===== src/rtl/trap_controller.sv =====
// Machine-mode trap controller: CSR file, interrupt entry and MRET return sequencing.
// Traps and MRET are accepted as MEM retires; the redirect pulse follows one cycle later.
module trap_controller #(
    parameter logic [31:0] MTVEC_RESET = 32'h0000_0000
) (
    input  logic        clk,
    input  logic        reset_n,
    input  logic        irq_timer_i,
    input  logic        irq_ext_i,
    input  logic [31:0] pc_mem,
    input  logic        valid_mem,
    input  logic        stall_pipl,
    input  logic        is_csr_mem,
    input  logic        is_mret_mem,
    input  logic [11:0] csr_addr_mem,
    input  logic [1:0]  csr_op_mem,
    input  logic [31:0] csr_wdata_mem,
    output logic [31:0] csr_rdata,
    output logic        trap_taken,
    output logic        mret_exec,
    output logic [31:0] redirect_pc
);
    localparam logic [11:0] ADDR_MSTATUS = 12'h300;
    localparam logic [11:0] ADDR_MIE     = 12'h304;
    localparam logic [11:0] ADDR_MTVEC   = 12'h305;
    localparam logic [11:0] ADDR_MEPC    = 12'h341;
    localparam logic [11:0] ADDR_MCAUSE  = 12'h342;
    localparam logic [11:0] ADDR_MIP     = 12'h344;

    localparam logic [1:0] OP_RW = 2'b01;
    localparam logic [1:0] OP_RS = 2'b10;
    localparam logic [1:0] OP_RC = 2'b11;

    localparam logic [31:0] ALIGN_MASK  = 32'hFFFF_FFFC;
    localparam logic [31:0] CAUSE_EXT   = 32'h8000_000B;
    localparam logic [31:0] CAUSE_TIMER = 32'h8000_0007;

    typedef enum logic [1:0] {IDLE, ENTER, RETURN} state_t;

    state_t      state_q, state_d;
    logic        mie_q, mie_d;
    logic        mpie_q, mpie_d;
    logic        mtie_q, mtie_d;
    logic        meie_q, meie_d;
    logic        mtip_q, mtip_d;
    logic        meip_q, meip_d;
    logic [31:0] mtvec_q, mtvec_d;
    logic [31:0] mepc_q, mepc_d;
    logic [31:0] mcause_q, mcause_d;

    logic        go;
    logic        ext_pend;
    logic        tmr_pend;
    logic        pending;
    logic        mret_acc;
    logic        trap_acc;
    logic        csr_we;
    logic [31:0] csr_new;

    // mtvec/mepc low bits are kept zero on every write, so reads need no masking
    always_comb begin
        case (csr_addr_mem)
            ADDR_MSTATUS: csr_rdata = {24'd0, mpie_q, 3'd0, mie_q, 3'd0};
            ADDR_MIE:     csr_rdata = {20'd0, meie_q, 3'd0, mtie_q, 7'd0};
            ADDR_MTVEC:   csr_rdata = mtvec_q;
            ADDR_MEPC:    csr_rdata = mepc_q;
            ADDR_MCAUSE:  csr_rdata = mcause_q;
            ADDR_MIP:     csr_rdata = {20'd0, meip_q, 3'd0, mtip_q, 7'd0};
            default:      csr_rdata = 32'd0;
        endcase
    end

    always_comb begin
        ext_pend = meie_q & meip_q;
        tmr_pend = mtie_q & mtip_q;
        pending  = mie_q & (ext_pend | tmr_pend);
        go       = valid_mem & ~stall_pipl & (state_q == IDLE);
        mret_acc = go & is_mret_mem;
        trap_acc = go & pending & ~is_mret_mem;

        case (csr_op_mem)
            OP_RW:   csr_new = csr_wdata_mem;
            OP_RS:   csr_new = csr_rdata | csr_wdata_mem;
            OP_RC:   csr_new = csr_rdata & ~csr_wdata_mem;
            default: csr_new = csr_rdata;
        endcase

        // set/clear with a zero mask is a pure read
        csr_we = go & is_csr_mem & (csr_op_mem != 2'b00) & ~trap_acc & ~mret_acc
               & ((csr_op_mem == OP_RW) | (csr_wdata_mem != 32'd0));
    end

    always_comb begin
        state_d  = state_q;
        mie_d    = mie_q;
        mpie_d   = mpie_q;
        mtie_d   = mtie_q;
        meie_d   = meie_q;
        mtvec_d  = mtvec_q;
        mepc_d   = mepc_q;
        mcause_d = mcause_q;
        mtip_d   = irq_timer_i;
        meip_d   = irq_ext_i;

        case (state_q)
            IDLE: begin
                if (mret_acc) begin
                    state_d = RETURN;
                    mie_d   = mpie_q;
                    mpie_d  = 1'b1;
                end else if (trap_acc) begin
                    state_d  = ENTER;
                    mepc_d   = pc_mem & ALIGN_MASK;
                    mcause_d = ext_pend ? CAUSE_EXT : CAUSE_TIMER;
                    mpie_d   = mie_q;
                    mie_d    = 1'b0;
                end else if (csr_we) begin
                    case (csr_addr_mem)
                        ADDR_MSTATUS: begin
                            mie_d  = csr_new[3];
                            mpie_d = csr_new[7];
                        end
                        ADDR_MIE: begin
                            mtie_d = csr_new[7];
                            meie_d = csr_new[11];
                        end
                        ADDR_MTVEC:  mtvec_d  = csr_new & ALIGN_MASK;
                        ADDR_MEPC:   mepc_d   = csr_new & ALIGN_MASK;
                        ADDR_MCAUSE: mcause_d = csr_new;
                        default: ;
                    endcase
                end
            end
            ENTER:   state_d = IDLE;
            RETURN:  state_d = IDLE;
            default: state_d = IDLE;
        endcase
    end

    always_comb begin
        trap_taken  = (state_q == ENTER);
        mret_exec   = (state_q == RETURN);
        redirect_pc = 32'd0;
        if (state_q == ENTER) begin
            redirect_pc = mtvec_q;
        end else if (state_q == RETURN) begin
            redirect_pc = mepc_q;
        end
    end

    always_ff @(posedge clk) begin
        if (!reset_n) begin
            state_q  <= IDLE;
            mie_q    <= 1'b0;
            mpie_q   <= 1'b0;
            mtie_q   <= 1'b0;
            meie_q   <= 1'b0;
            mtip_q   <= 1'b0;
            meip_q   <= 1'b0;
            mtvec_q  <= MTVEC_RESET & ALIGN_MASK;
            mepc_q   <= 32'd0;
            mcause_q <= 32'd0;
        end else begin
            state_q  <= state_d;
            mie_q    <= mie_d;
            mpie_q   <= mpie_d;
            mtie_q   <= mtie_d;
            meie_q   <= meie_d;
            mtip_q   <= mtip_d;
            meip_q   <= meip_d;
            mtvec_q  <= mtvec_d;
            mepc_q   <= mepc_d;
            mcause_q <= mcause_d;
        end
    end

endmodule


===== config.mk =====
export PLATFORM = sky130hd
export DESIGN_NAME = trap_controller
export DESIGN_NICKNAME = d
export VERILOG_FILES = /design/src/rtl/trap_controller.sv
export SDC_FILE = /design/constraint.sdc
export NUM_CORES = 1
export LEC_CHECK = 0
export CAP_MARGIN = 20
export CORE_MARGIN = 2
export CORE_UTILIZATION = 45
export CTS_BUF_LIST = sky130_fd_sc_hd__clkbuf_8
export DETAILED_ROUTE_END_ITERATION = 10
export PLACE_DENSITY = 0.81
export SLEW_MARGIN = 20
export SYNTH_ARGS = -nofsm -noshare
export SYNTH_HDL_FRONTEND = slang
export SYNTH_SLANG_ARGS = --single-unit

===== constraint.sdc =====
create_clock -name clk -period 6.1 [get_ports clk]
set_input_delay 0.61 -clock clk [delete_from_list [all_inputs] [get_ports clk]]
set_output_delay 0.61 -clock clk [all_outputs]
set_load 0.03 [all_outputs]

### After elaboration in Yosys (flattened, before gate mapping)

Cells that the tools add are included.

* eq/ne operators: 11
* muxes and demuxes: 21
* bitwise logic cells: 24
* reduce and logical (&&, ||, !) cells: 16

Operators by type and width (count)
* $mux W32: 8
* $pmux W32 S6: 1
* $pmux W32 S3: 1
* $eq A12 B10 Y1 const B: 6
* $and A32 B32 Y32: 1
* $not A32 Y32: 1
* $or A32 B32 Y32: 1
* $reduce_bool A32 Y1: 1
* $and A1 B1 Y1: 13
* $reduce_and A5 Y1: 2
* $reduce_bool A2 Y1: 5
* $mux W1: 8
* $reduce_and A4 Y1: 2
* $eq A2 B2 Y1 const B: 3
* $not A1 Y1: 6
* $reduce_bool A3 Y1: 2
* $eq A2 B1 Y1 const B: 2
* $mux W2: 2
* $mux W4: 1
* $reduce_and A3 Y1: 1
* $reduce_or A3 Y1: 1
* $logic_not A2 Y1: 1
* $or A1 B1 Y1: 2
* $reduce_and A2 Y1: 1

* bits in registers: 102
* logic and storage cells: 83

### Depth between registers and ports, before layout

* depth after elaboration: 12
* mapped depth: 9
* gate-level depth less buffers: 6

### Least setup slack after synthesis

OpenSTA, ideal clock, no wires.

* path type: input-to-output
* from: input port csr_addr_mem[0]
* to: output port csr_rdata[11]
* data arrival time: 2.486 ns
* data required time: 5.490 ns
* path slack: 3.004 ns
* stages: 6
* buffers on the path: 2
* path through: clkbuf_1 -> nor4bb_1 -> clkbuf_1 -> and4_1 -> a21oi_1 -> o21ai_0

* longest elaborated chain between the ends: 2
* elaborated cells on any way between the ends: 7
* classes of those cells: 6 x eq/ne; 1 x mux

Ends and longest elaborated chain
* start, declared: RTL line 15 `input logic [11:0] csr_addr_mem,`
* $eq A12 B10 Y1: RTL line 62 `case (csr_addr_mem)`
* $pmux W32 S6 (*): RTL line 62
* end, declared: RTL line 18 `output logic [31:0] csr_rdata,`

Every way passes the cells marked *; elsewhere a longest branch is shown, timed or not.

### Worst setup path in the final report

* from: input port csr_addr_mem[6]
* to: output port csr_rdata[9]

The elaborated chain is that of the path after synthesis.

==> summary.txt <==
Final wirelength: 24.24 mm
RSZ-0062 raised after global routing: no
Post-synthesis sequential area ratio: 30.73%
Vias/cell: 6.732
GRT Total Usage: 29.99%
IO Port Bufs: 147
Critical path arrival: 4140 ps
Footprint of the multi-input gates: 4178 um^2
CTS tree: built
Post-Syn Area: 6514 um^2
Fmax: 0.2105 GHz
Hold-fix buffers, CTS: 0
Root buf cell: clkbuf_8
Total Power: 0.001347 W
Final nets: 1024
Ratio of cells with drive above 1 in the final layout: 6.681%
Initial antenna violation count: 1
Die H: 124.3 um
Pin count of the biggest net entering global routing: 53
Final TNS setup: 0 ps
Setup violators final: 0
Setup WS pre-CTS: 1439 ps
#FFs+latches synth: 100
Pre-antenna DRT Iters: 8
# diodes: 0
R2r startpoint: state_q[0]$_SDFFE_PP0P_
Initial core utilization: 46.57%
Top FF cell, synth: dfxtp_1
Setup bufs post-CTS: 0
Antenna-violating nets left: 0
Num CTS Buffers: 9
Final core occ: 59.53%
Type of the most critical hold path: register to register
Hold Worst Slack: 469.6 ps
DPL Wire Length: 16.18 mm
Post-synth EDFFs: 0
Number of global-route vias before repair: 7168
Most common cell after layout, fill and taps aside: clkdlybuf4s50_1
Filler cells: 1275
CTS H-tree lvls: 3
Via count: 7560
Crit share post-route: 77.88%
Setup crit start kind: primary input
Remaining DRCs: 0
Worst Setup SP: csr_addr_mem[6]
Clock Latency Late Sink: 370 ps
Static Leak: 2.845 nW
Gpl congestion: 0.9301
Reg area: 2002 um^2
Final worst slack: 1350 ps
Final min period: 4750 ps
Syn-to-layout area delta: 27.83%
Core area: 13990 um^2
Final Max Slew Viols: 0
Min-delay src: mcause_q[11]$_SDFFE_PN0P_
Crit. End Element: output port
VDD IR max: 150.3 uV
Most frequent cells in the layout: clkdlybuf4s50_1 (147), dfxtp_1 (100), nand2_1 (97)
Fin. Hold Viols: 0
Asr flop ratio synth: 0%
Site Rows: 43
MaxCap Viol Count: 0
Clk sinks: 100
First-pass GRT wire length: 37.81 mm
Synth Area per Inst: 7.801 um^2
Crit Path Category: primary input to output port
Worst-path clk slew: 90 ps
CP Max Fanout: 22
P per Cell Area: 161.7 nW/um^2
GRT Residual Overflow: 0
Iter 0 DRT Violations: 1036
Worst Tran Pin Value: 941.0 ps
Critical Path RT: 5490 ps
IO Pins: 152
Syn Inst Count: 835
Post-CTS Resized: 0
Max Clock Skew: 8.679 ps
Synth warn: 0
Routed len/inst: 21.59 um
Die X: 124.3 um
Rel. slew slack: 36.80%
Synth cell types: 75
DIE AREA: 15450 um^2
Status: finished, final reports clean
CTS Buffer Depth: 2
## synthesized netlist by cell type (all sizes together) (9+ instances only)
| cell type | n | area share [%] |
|---|---|---|
| nor4 | 28 | 3.5 |
| a21oi | 45 | 3.5 |
| o21ai | 77 | 5.9 |
| nor2 | 29 | 1.7 |
| nand4 | 17 | 1.6 |
| inv | 17 | 0.98 |
| dfxtp | 100 | 31 |
| a22o | 52 | 7.0 |
| o2bb2ai | 26 | 3.5 |
| clkbuf | 56 | 3.2 |
| nand2 | 97 | 5.6 |
| nor2b | 9 | 0.86 |
| buf | 22 | 1.7 |
| nand4b | 17 | 2.3 |
| a31oi | 10 | 0.96 |
| nand3 | 49 | 3.8 |
| a21o | 12 | 1.4 |
| nor3 | 9 | 0.77 |
| or2 | 10 | 0.96 |
## per-layer routing
layer  GRT usage [%]  routed length [um]  up-vias
met5               0                   0        -
met4           12.76                 864        0
met2           47.38               10830      520
met1           39.22                9606     3568
li1                -                   -     3385
met3           7.088                2941       87
## worst max-delay path, cell delays in order
cell and delay [ps]:
clkdlybuf4s50_1 1050, nor4bb_4 950, buf_4 320, nand3_1 110
a21oi_1 190, a21oi_1 120, inv_1 110, clkdlybuf4s50_1 670
## flip-flops by register name (all words and copies together) (netlist names)
| name | count |
|---|---|
| mtvec_q | 30 |
| mepc_q | 30 |
| mtip_q | 1 |
| mcause_q | 32 |
| meip_q | 1 |
| mpie_q | 1 |
| mie_q | 1 |
| state_q | 2 |
| mtie_q | 1 |
| meie_q | 1 |
## cell type report
| cell class | instances | area share, % |
|---|---|---|
| Inverter | 18 | 0.8114 |
| Multi-Input combinational cell | 640 | 50.17 |
| Clock buffer | 10 | 1.653 |
| Clock inverter | 6 | 0.9617 |
| Timing Repair Buffer | 169 | 19.65 |
| Sequential cell | 100 | 24.04 |
| Tap cell | 180 | 2.705 |
## final timing paths
| check | cells past startpoint | to | slack (ps) |
|---|---|---|---|
| worst max-delay path | 8 | csr_rdata[9] | 1350 |
| worst min-delay path | 1 | mcause_q[11]$_SDFFE_PN0P_ | 470 |
| worst max register to register | 6 | mtvec_q[8]$_SDFFE_PN0P_ | 3150 |
| worst min register to register | 1 | mcause_q[11]$_SDFFE_PN0P_ | 470 |
## power by group
part,internal [W],switching (W)
sequential,0.000654,0.00000136
combinational,0.0000910,0.000124
clock,0.000239,0.000238
## cells by family (layout without fill, tap and decap cells)
group	count (synthesis)	count (layout)	share of synthesized area, %
AOI/OAI and AO/OA	305	305	32.94
and+or+nand+nor	311	311	27.06
DFF	100	100	30.73
other	1	2	0.05757
xor gates and xnor gates	12	12	1.614
muxes	10	10	1.633
buffers and inverters	96	203	5.954
## stage by stage
stage / cell area (um^2) / instances
after floorplan: 6518 / 836
after global placement: 8109 / 1107
after detailed placement: 8109 / 1107
after CTS: 8327 / 1123
after global routing: 8327 / 1123
final: 8327 / 1123
No activity file was read; power rests on OpenSTA's default activity.
